==> src/rtl/des_pkg.sv <==
// Shared constants, tables and helper functions for the DES key-schedule sequencer.
// PC-1/PC-2 use FIPS bit numbering: bit 1 is the MSB of the source word.
package des_pkg;

    localparam int KEY_W  = 64;
    localparam int CD_W   = 56;
    localparam int HALF_W = 28;
    localparam int SK_W   = 48;

    typedef enum logic [1:0] {
        IDLE  = 2'd0,
        ROUND = 2'd1,
        DONE  = 2'd2
    } state_t;

    // The decrypt table starts with 0 so that round 0 reuses C0/D0, which equals C16/D16.
    localparam logic [1:0] SHIFT_ENC [16] = '{2'd1, 2'd1, 2'd2, 2'd2, 2'd2, 2'd2, 2'd2, 2'd2,
                                              2'd1, 2'd2, 2'd2, 2'd2, 2'd2, 2'd2, 2'd2, 2'd1};
    localparam logic [1:0] SHIFT_DEC [16] = '{2'd0, 2'd1, 2'd2, 2'd2, 2'd2, 2'd2, 2'd2, 2'd2,
                                              2'd1, 2'd2, 2'd2, 2'd2, 2'd2, 2'd2, 2'd2, 2'd1};

    localparam int PC1_TAB [CD_W] = '{
        57, 49, 41, 33, 25, 17,  9,  1, 58, 50, 42, 34, 26, 18,
        10,  2, 59, 51, 43, 35, 27, 19, 11,  3, 60, 52, 44, 36,
        63, 55, 47, 39, 31, 23, 15,  7, 62, 54, 46, 38, 30, 22,
        14,  6, 61, 53, 45, 37, 29, 21, 13,  5, 28, 20, 12,  4};

    localparam int PC2_TAB [SK_W] = '{
        14, 17, 11, 24,  1,  5,  3, 28, 15,  6, 21, 10,
        23, 19, 12,  4, 26,  8, 16,  7, 27, 20, 13,  2,
        41, 52, 31, 37, 47, 55, 30, 40, 51, 45, 33, 48,
        44, 49, 39, 56, 34, 53, 46, 42, 50, 36, 29, 32};

    function automatic logic [CD_W-1:0] pc1(input logic [KEY_W-1:0] key);
        logic [CD_W-1:0] res;
        res = '0;
        for (int i = 0; i < CD_W; i++) begin
            res[6'(CD_W - 1 - i)] = key[6'(KEY_W - PC1_TAB[i])];
        end
        return res;
    endfunction

    function automatic logic [SK_W-1:0] pc2(input logic [CD_W-1:0] cd);
        logic [SK_W-1:0] res;
        res = '0;
        for (int i = 0; i < SK_W; i++) begin
            res[6'(SK_W - 1 - i)] = cd[6'(CD_W - PC2_TAB[i])];
        end
        return res;
    endfunction

    // Every key byte must carry odd parity.
    function automatic logic key_parity_ok(input logic [KEY_W-1:0] key);
        logic ok;
        ok = 1'b1;
        for (int b = 0; b < 8; b++) begin
            ok = ok & (^key[6'(8 * b) +: 8]);
        end
        return ok;
    endfunction

endpackage

==> src/rtl/des_round_ctrl_if.sv <==
// Job/result handshake and round-control bundle between the sequencer and its user.
interface des_round_ctrl_if;
    import des_pkg::*;

    logic              in_valid;
    logic              in_ready;
    logic [KEY_W-1:0]  key_in;
    logic              decrypt;
    logic              load_init;
    logic              round_en;
    logic [3:0]        round_idx;
    logic [SK_W-1:0]   subkey;
    logic              out_valid;
    logic              out_ready;
    logic              key_err;
    logic              busy;

    modport master (
        output in_valid, key_in, decrypt, out_ready,
        input  in_ready, load_init, round_en, round_idx, subkey, out_valid, key_err, busy
    );

    modport slave (
        input  in_valid, key_in, decrypt, out_ready,
        output in_ready, load_init, round_en, round_idx, subkey, out_valid, key_err, busy
    );

endinterface

==> src/rtl/des_key_cd_reg.sv <==
// C/D key register: loads PC-1 output, rotates both 28-bit halves by 0/1/2 per round.
// cd_rot is the rotated view of the current contents, used both for the subkey and the update.
module des_key_cd_reg
    import des_pkg::*;
(
    input  logic            clk,
    input  logic            rst,
    input  logic            load,
    input  logic [CD_W-1:0] load_val,
    input  logic            shift_en,
    input  logic            dir_right,
    input  logic [1:0]      amt,
    output logic [CD_W-1:0] cd_rot
);

    logic [CD_W-1:0] cd_reg;

    genvar gi;
    generate
        for (gi = 0; gi < 2; gi++) begin : g_half
            logic [HALF_W-1:0] cur;
            logic [HALF_W-1:0] rot;

            assign cur = cd_reg[gi*HALF_W +: HALF_W];

            always_comb begin
                rot = cur;
                case (amt)
                    2'd1: rot = dir_right ? {cur[0], cur[HALF_W-1:1]}
                                          : {cur[HALF_W-2:0], cur[HALF_W-1]};
                    2'd2: rot = dir_right ? {cur[1:0], cur[HALF_W-1:2]}
                                          : {cur[HALF_W-3:0], cur[HALF_W-1:HALF_W-2]};
                    default: rot = cur;
                endcase
            end

            assign cd_rot[gi*HALF_W +: HALF_W] = rot;
        end
    endgenerate

    always_ff @(posedge clk or negedge rst) begin
        if (!rst) begin
            cd_reg <= '0;
        end else if (load) begin
            cd_reg <= load_val;
        end else if (shift_en) begin
            cd_reg <= cd_rot;
        end
    end

endmodule

==> src/rtl/des_round_ctrl.sv <==
// Round sequencer for the iterative DES core: accepts a key job, runs 16 rounds
// with one subkey per round, then holds the result until the consumer takes it.
module des_round_ctrl
    import des_pkg::*;
#(
    parameter int ROUNDS       = 16,
    parameter bit PARITY_CHECK = 1'b0
) (
    input logic            clk,
    input logic            rst,
    des_round_ctrl_if.slave bus
);

    localparam logic [3:0] LAST_ROUND = 4'(ROUNDS - 1);

    state_t          state_reg, state_next;
    logic [3:0]      cnt_reg, cnt_next;
    logic            mode_reg, mode_next;

    logic            key_ok;
    logic            in_ready_c, load_init_c, round_en_c, out_valid_c, key_err_c;
    logic [1:0]      shift_amt;
    logic [CD_W-1:0] cd_rot;

    assign key_ok    = !PARITY_CHECK || key_parity_ok(bus.key_in);
    assign shift_amt = mode_reg ? SHIFT_DEC[cnt_reg] : SHIFT_ENC[cnt_reg];

    always_ff @(posedge clk or negedge rst) begin
        if (!rst) begin
            state_reg <= IDLE;
            cnt_reg   <= '0;
            mode_reg  <= 1'b0;
        end else begin
            state_reg <= state_next;
            cnt_reg   <= cnt_next;
            mode_reg  <= mode_next;
        end
    end

    always_comb begin
        state_next  = state_reg;
        cnt_next    = cnt_reg;
        mode_next   = mode_reg;
        in_ready_c  = 1'b0;
        load_init_c = 1'b0;
        round_en_c  = 1'b0;
        out_valid_c = 1'b0;
        key_err_c   = 1'b0;

        case (state_reg)
            IDLE: begin
                in_ready_c = 1'b1;
            end
            ROUND: begin
                round_en_c = 1'b1;
                if (cnt_reg == LAST_ROUND) begin
                    cnt_next   = '0;
                    state_next = DONE;
                end else begin
                    cnt_next = cnt_reg + 4'd1;
                end
            end
            DONE: begin
                out_valid_c = 1'b1;
                in_ready_c  = bus.out_ready;
                if (bus.out_ready) begin
                    state_next = IDLE;
                end
            end
            default: begin
                state_next = IDLE;
            end
        endcase

        // A job offered while ready either starts immediately (also from DONE) or is rejected.
        if (in_ready_c && bus.in_valid) begin
            if (key_ok) begin
                load_init_c = 1'b1;
                mode_next   = bus.decrypt;
                cnt_next    = '0;
                state_next  = ROUND;
            end else begin
                key_err_c = 1'b1;
            end
        end
    end

    des_key_cd_reg u_cd (
        .clk       (clk),
        .rst       (rst),
        .load      (load_init_c),
        .load_val  (pc1(bus.key_in)),
        .shift_en  (round_en_c),
        .dir_right (mode_reg),
        .amt       (shift_amt),
        .cd_rot    (cd_rot)
    );

    assign bus.in_ready  = in_ready_c;
    assign bus.load_init = load_init_c;
    assign bus.round_en  = round_en_c;
    assign bus.round_idx = round_en_c ? cnt_reg : 4'd0;
    assign bus.subkey    = round_en_c ? pc2(cd_rot) : '0;
    assign bus.out_valid = out_valid_c;
    assign bus.key_err   = key_err_c;
    assign bus.busy      = (state_reg != IDLE);

endmodule
==> src/flat_wrapper.sv <==
// flat-port wrapper written by rule: the top's interface ports become plain ports
module des_round_ctrl_flat import des_pkg::*;
#(
    parameter int ROUNDS       = 16,
    parameter bit PARITY_CHECK = 1'b0
)
  (clk, rst, bus_in_valid, bus_key_in, bus_decrypt, bus_out_ready, bus_in_ready, bus_load_init, bus_round_en, bus_round_idx, bus_subkey, bus_out_valid, bus_key_err, bus_busy);
  des_round_ctrl_if bus_i ();
  input logic clk;
  input logic rst;
  input wire logic [$bits(bus_i.in_valid)-1:0] bus_in_valid;
  input wire logic [$bits(bus_i.key_in)-1:0] bus_key_in;
  input wire logic [$bits(bus_i.decrypt)-1:0] bus_decrypt;
  input wire logic [$bits(bus_i.out_ready)-1:0] bus_out_ready;
  output wire logic [$bits(bus_i.in_ready)-1:0] bus_in_ready;
  output wire logic [$bits(bus_i.load_init)-1:0] bus_load_init;
  output wire logic [$bits(bus_i.round_en)-1:0] bus_round_en;
  output wire logic [$bits(bus_i.round_idx)-1:0] bus_round_idx;
  output wire logic [$bits(bus_i.subkey)-1:0] bus_subkey;
  output wire logic [$bits(bus_i.out_valid)-1:0] bus_out_valid;
  output wire logic [$bits(bus_i.key_err)-1:0] bus_key_err;
  output wire logic [$bits(bus_i.busy)-1:0] bus_busy;
  assign bus_i.in_valid = bus_in_valid;
  assign bus_i.key_in = bus_key_in;
  assign bus_i.decrypt = bus_decrypt;
  assign bus_i.out_ready = bus_out_ready;
  assign bus_in_ready = bus_i.in_ready;
  assign bus_load_init = bus_i.load_init;
  assign bus_round_en = bus_i.round_en;
  assign bus_round_idx = bus_i.round_idx;
  assign bus_subkey = bus_i.subkey;
  assign bus_out_valid = bus_i.out_valid;
  assign bus_key_err = bus_i.key_err;
  assign bus_busy = bus_i.busy;
  des_round_ctrl #(.ROUNDS(ROUNDS), .PARITY_CHECK(PARITY_CHECK)) u_core (.clk(clk), .rst(rst), .bus(bus_i));
endmodule
==> config.mk <==
export PLATFORM = sky130hd
export DESIGN_NAME = des_round_ctrl_flat
export DESIGN_NICKNAME = d
export VERILOG_FILES = /design/src/rtl/des_pkg.sv /design/src/rtl/des_round_ctrl_if.sv /design/src/rtl/des_key_cd_reg.sv /design/src/rtl/des_round_ctrl.sv /design/src/flat_wrapper.sv
export SDC_FILE = /design/constraint.sdc
export NUM_CORES = 1
export LEC_CHECK = 0
export CAP_MARGIN = 15
export CORE_ASPECT_RATIO = 2
export CORE_MARGIN = 2
export CORE_UTILIZATION = 49
export DETAILED_ROUTE_END_ITERATION = 12
export GPL_TIMING_DRIVEN = 0
export PLACE_DENSITY_LB_ADDON = 0.08
export SYNTH_ARGS = -nofsm -noshare
export SYNTH_HDL_FRONTEND = slang
export SYNTH_SLANG_ARGS = --single-unit
==> constraint.sdc <==
create_clock -name clk -period 4.65 [get_ports clk]
set_clock_uncertainty 0.2 [all_clocks]
set_input_delay 0.93 -clock clk [delete_from_list [all_inputs] [get_ports clk]]
set_output_delay 0.93 -clock clk [all_outputs]
set_load 0.1 [all_outputs]
==> impl_metrics.ini <==
[synth]
muxShareOfSynthArea_pct = 10.7
yosys-top-cells-area = dfrtp_1 (34%), mux2_2 (7.7%), nand2_1 (7.0%)
ys_warn_count = 0
synth_simple_gate_area_share_pct = 19.9
synth_common_cells = nand2_1 (87), nor2_1 (70), dfrtp_1 (63)
synth_top_family_by_area = compound AO/OA/AOI/OAI gates
synth.top_cell.area_share_pct = 33.7
yosys.area_share.xor_xnor_pct = 0.187
synth-edff-count = 0
synth_area_per_cell_sq_um = 8.04
syn_area_sq_um = 4680
synth_most_common_cell = nand2_1
synth_compound_area_share_pct = 24.9
postSynthCellCount = 583
yosysTopAreaCell = dfrtp_1
synth_async_sr_flop_share_pct = 100
yosys_register_bits = 63
synth_flop_cell = dfrtp_1
yosysSeqAreaShare_pct = 33.7
synth_cell_type_count = 37
synthAdderAreaFrac_pct = 1.34

[worst_setup_path]
path_class = in -> out
cp-start-kind = input port
slowest_delay_ps = 930
end_kind = primary output
crit_family = buffers and inverters
worstPathRequired_ps = 3520
cp_max_fo = 10
crit_chain = clkdlybuf4s50_1 > nor2b_1 > nand2_1 > inv_1 > clkbuf_1 > dlygate4sd2_1
crit_buf_inv = 4
slowest_stage = dlygate4sd2_1
crit_arrival_ps = 3390

[placement]
hpwl_um = 11000
portBuffers = 55
gp_congestion = 0.945

[global_routing]
grt_pass1_vias = 4746
track_usage_pct = 30.2
grt_first_pass_wirelength_um = 24000
grt.overflow.total = 0
antenna_found_initial = 0
grt_max_degree = 64

[layout]
largest_reg_flops = 56
area_growth_syn_to_layout_pct = 23.5
drive_above_1_share_pct = 19.1
num-fill-cells = 864
utilization_pct = 62.1
layout.nets = 743
n_antenna_cell = 0

[sta]
max_freq_ghz = 0.221
rsz0062_at_grt = false
maxSlewHeadroom_pct = 35.1
finalMaxSlewViolations = 0
period_minus_slack_ps = 4520
hold_violations = 0
final-setup-viol-count = 0
tightest_slew_ps = 971
finalCritPeriodShare_pct = 97.3

[detailed_routing]
first_pass_iters = 6
via_count = 4701
wl_per_cell_um = 19.4
route.detailed.drc = 0
vias_per_cell = 6.04
wl_um = 15100
drt_iter0_drc = 469
postRouteAntennaNets = 0

[cts]
clock_sinks = 63
cts_buffers = 9
cts_tree = built
postCtsHoldBufs = 0
cts-root-buf = clkbuf_16
clockBufferDepth = 2
htreeDepth = 3
clock_latency_ps = 340
clk_pin_slew_ps = 50

[floorplan]
pin_count = 127
rows = 50
die_w_um = 73.1
die_y_um = 142
core_sq_um = 9320
die_area_sq_um = 10400
start_util_pct = 50.3

[outcome]
outcome = completed

[job]
drv_cap = 0

[worst_hold_path]
hold_path.class = reg -> reg
==> cell families (layout without fill, tap and decap cells) <==
| logic type | count (synthesis) | in the layout |
|---|---|---|
| and+or+nand+nor | 210 | 210 |
| AOI/OAI and AO/OA | 172 | 172 |
| buffers and inverters | 85 | 154 |
| DFF | 63 | 63 |
| muxes | 46 | 46 |
| adders and majority gates | 5 | 5 |
| other | 1 | 23 |
| xor gates and xnor gates | 1 | 1 |
==> layout by cell type (no fill, tap or decap), drive strengths merged, types with 2 or more instances in the layout <==
cell	netlist	final
a22o	13	13
a221o	14	14
conb	1	23
a21o	2	2
inv	13	13
ha	5	5
a21oi	43	43
clkdlybuf4s15	0	9
a211o	15	15
mux2i	14	14
o22ai	2	2
bufinv	0	2
clkdlybuf4s18	0	6
and2	4	4
nor2b	3	3
dfrtp	63	63
clkbuf	35	50
clkdlybuf4s50	0	27
mux2	32	32
a211oi	3	3
nor2	70	70
o21ai	48	48
nand2b	40	40
a221oi	27	27
nand4bb	2	2
nand2	87	87
buf	37	46
o21a	3	3
==> layer usage <==
metal	GRT usage [%]	vias up	part of all wire (%)
li1	-	2182	-
met2	54.8	200	55
met1	33.3	2288	37
met5	0	-	0
met4	14.2	0	3.1
met3	4.25	31	5.2
==> area by class of cell <==
| cell class | instances | area, sq um | area share (%) |
|---|---|---|---|
| inverter | 13 | 51.3 | 0.887 |
| clock inverter | 2 | 60.1 | 1.04 |
| multi-input combinational | 457 | 2780 | 48.1 |
| tap | 104 | 130 | 2.25 |
| sequential | 63 | 1580 | 27.3 |
| buffer | 70 | 387 | 6.68 |
| timing repair buffer | 55 | 513 | 8.87 |
| clock buffer | 14 | 284 | 4.91 |
==> path summary, 6_finish.rpt <==
| path | from | to | slack [ps] | cells past startpoint |
|---|---|---|---|---|
| setup / recovery | bus_in_valid | bus_load_init | 130 | 6 |
| hold / removal | u_core.u_cd.cd_reg[31]$_DFFE_PN0P_ | u_core.u_cd.cd_reg[31]$_DFFE_PN0P_ | 330 | 1 |
| max in group asynchronous | rst | u_core.mode_reg$_DFFE_PN0P_ | 3140 | 1 |
| min in group asynchronous | rst | u_core.u_cd.cd_reg[10]$_DFFE_PN0P_ | 480 | 1 |
| hold reg to reg | u_core.u_cd.cd_reg[31]$_DFFE_PN0P_ | u_core.u_cd.cd_reg[31]$_DFFE_PN0P_ | 330 | 1 |
| setup reg to reg | u_core.mode_reg$_DFFE_PN0P_ | u_core.u_cd.cd_reg[19]$_DFFE_PN0P_ | 1310 | 12 |
==> metrics by stage <==
step           cell area (sq um)  TNS, ps  cells  hold slack (ps)  setup WS, ps
2_1_floorplan               4790        0    605              273           125
3_3_place_gp                5470   -22180    764              301          -997
3_5_place_dp                5470   -23390    764              309         -1030
4_1_cts                     5770        0    778              322          6.80
5_1_grt                     5790        0    778              358          16.7
6_report                    5790        0    778              327           126
==> what timing repair did <==
| item | 4_1_cts | 5_1_grt |
|---|---|---|
| buffers inserted | 0 | 0 |
| setup endpoints to repair | 27 | 23 |
| gates cloned | 0 | 0 |
| gates resized for setup | 112 | 9 |
| hold endpoints to repair | 0 | 0 |
Power is not shown: default switching activity piles up to over one toggle a cycle in this logic, so the estimate is an artifact.
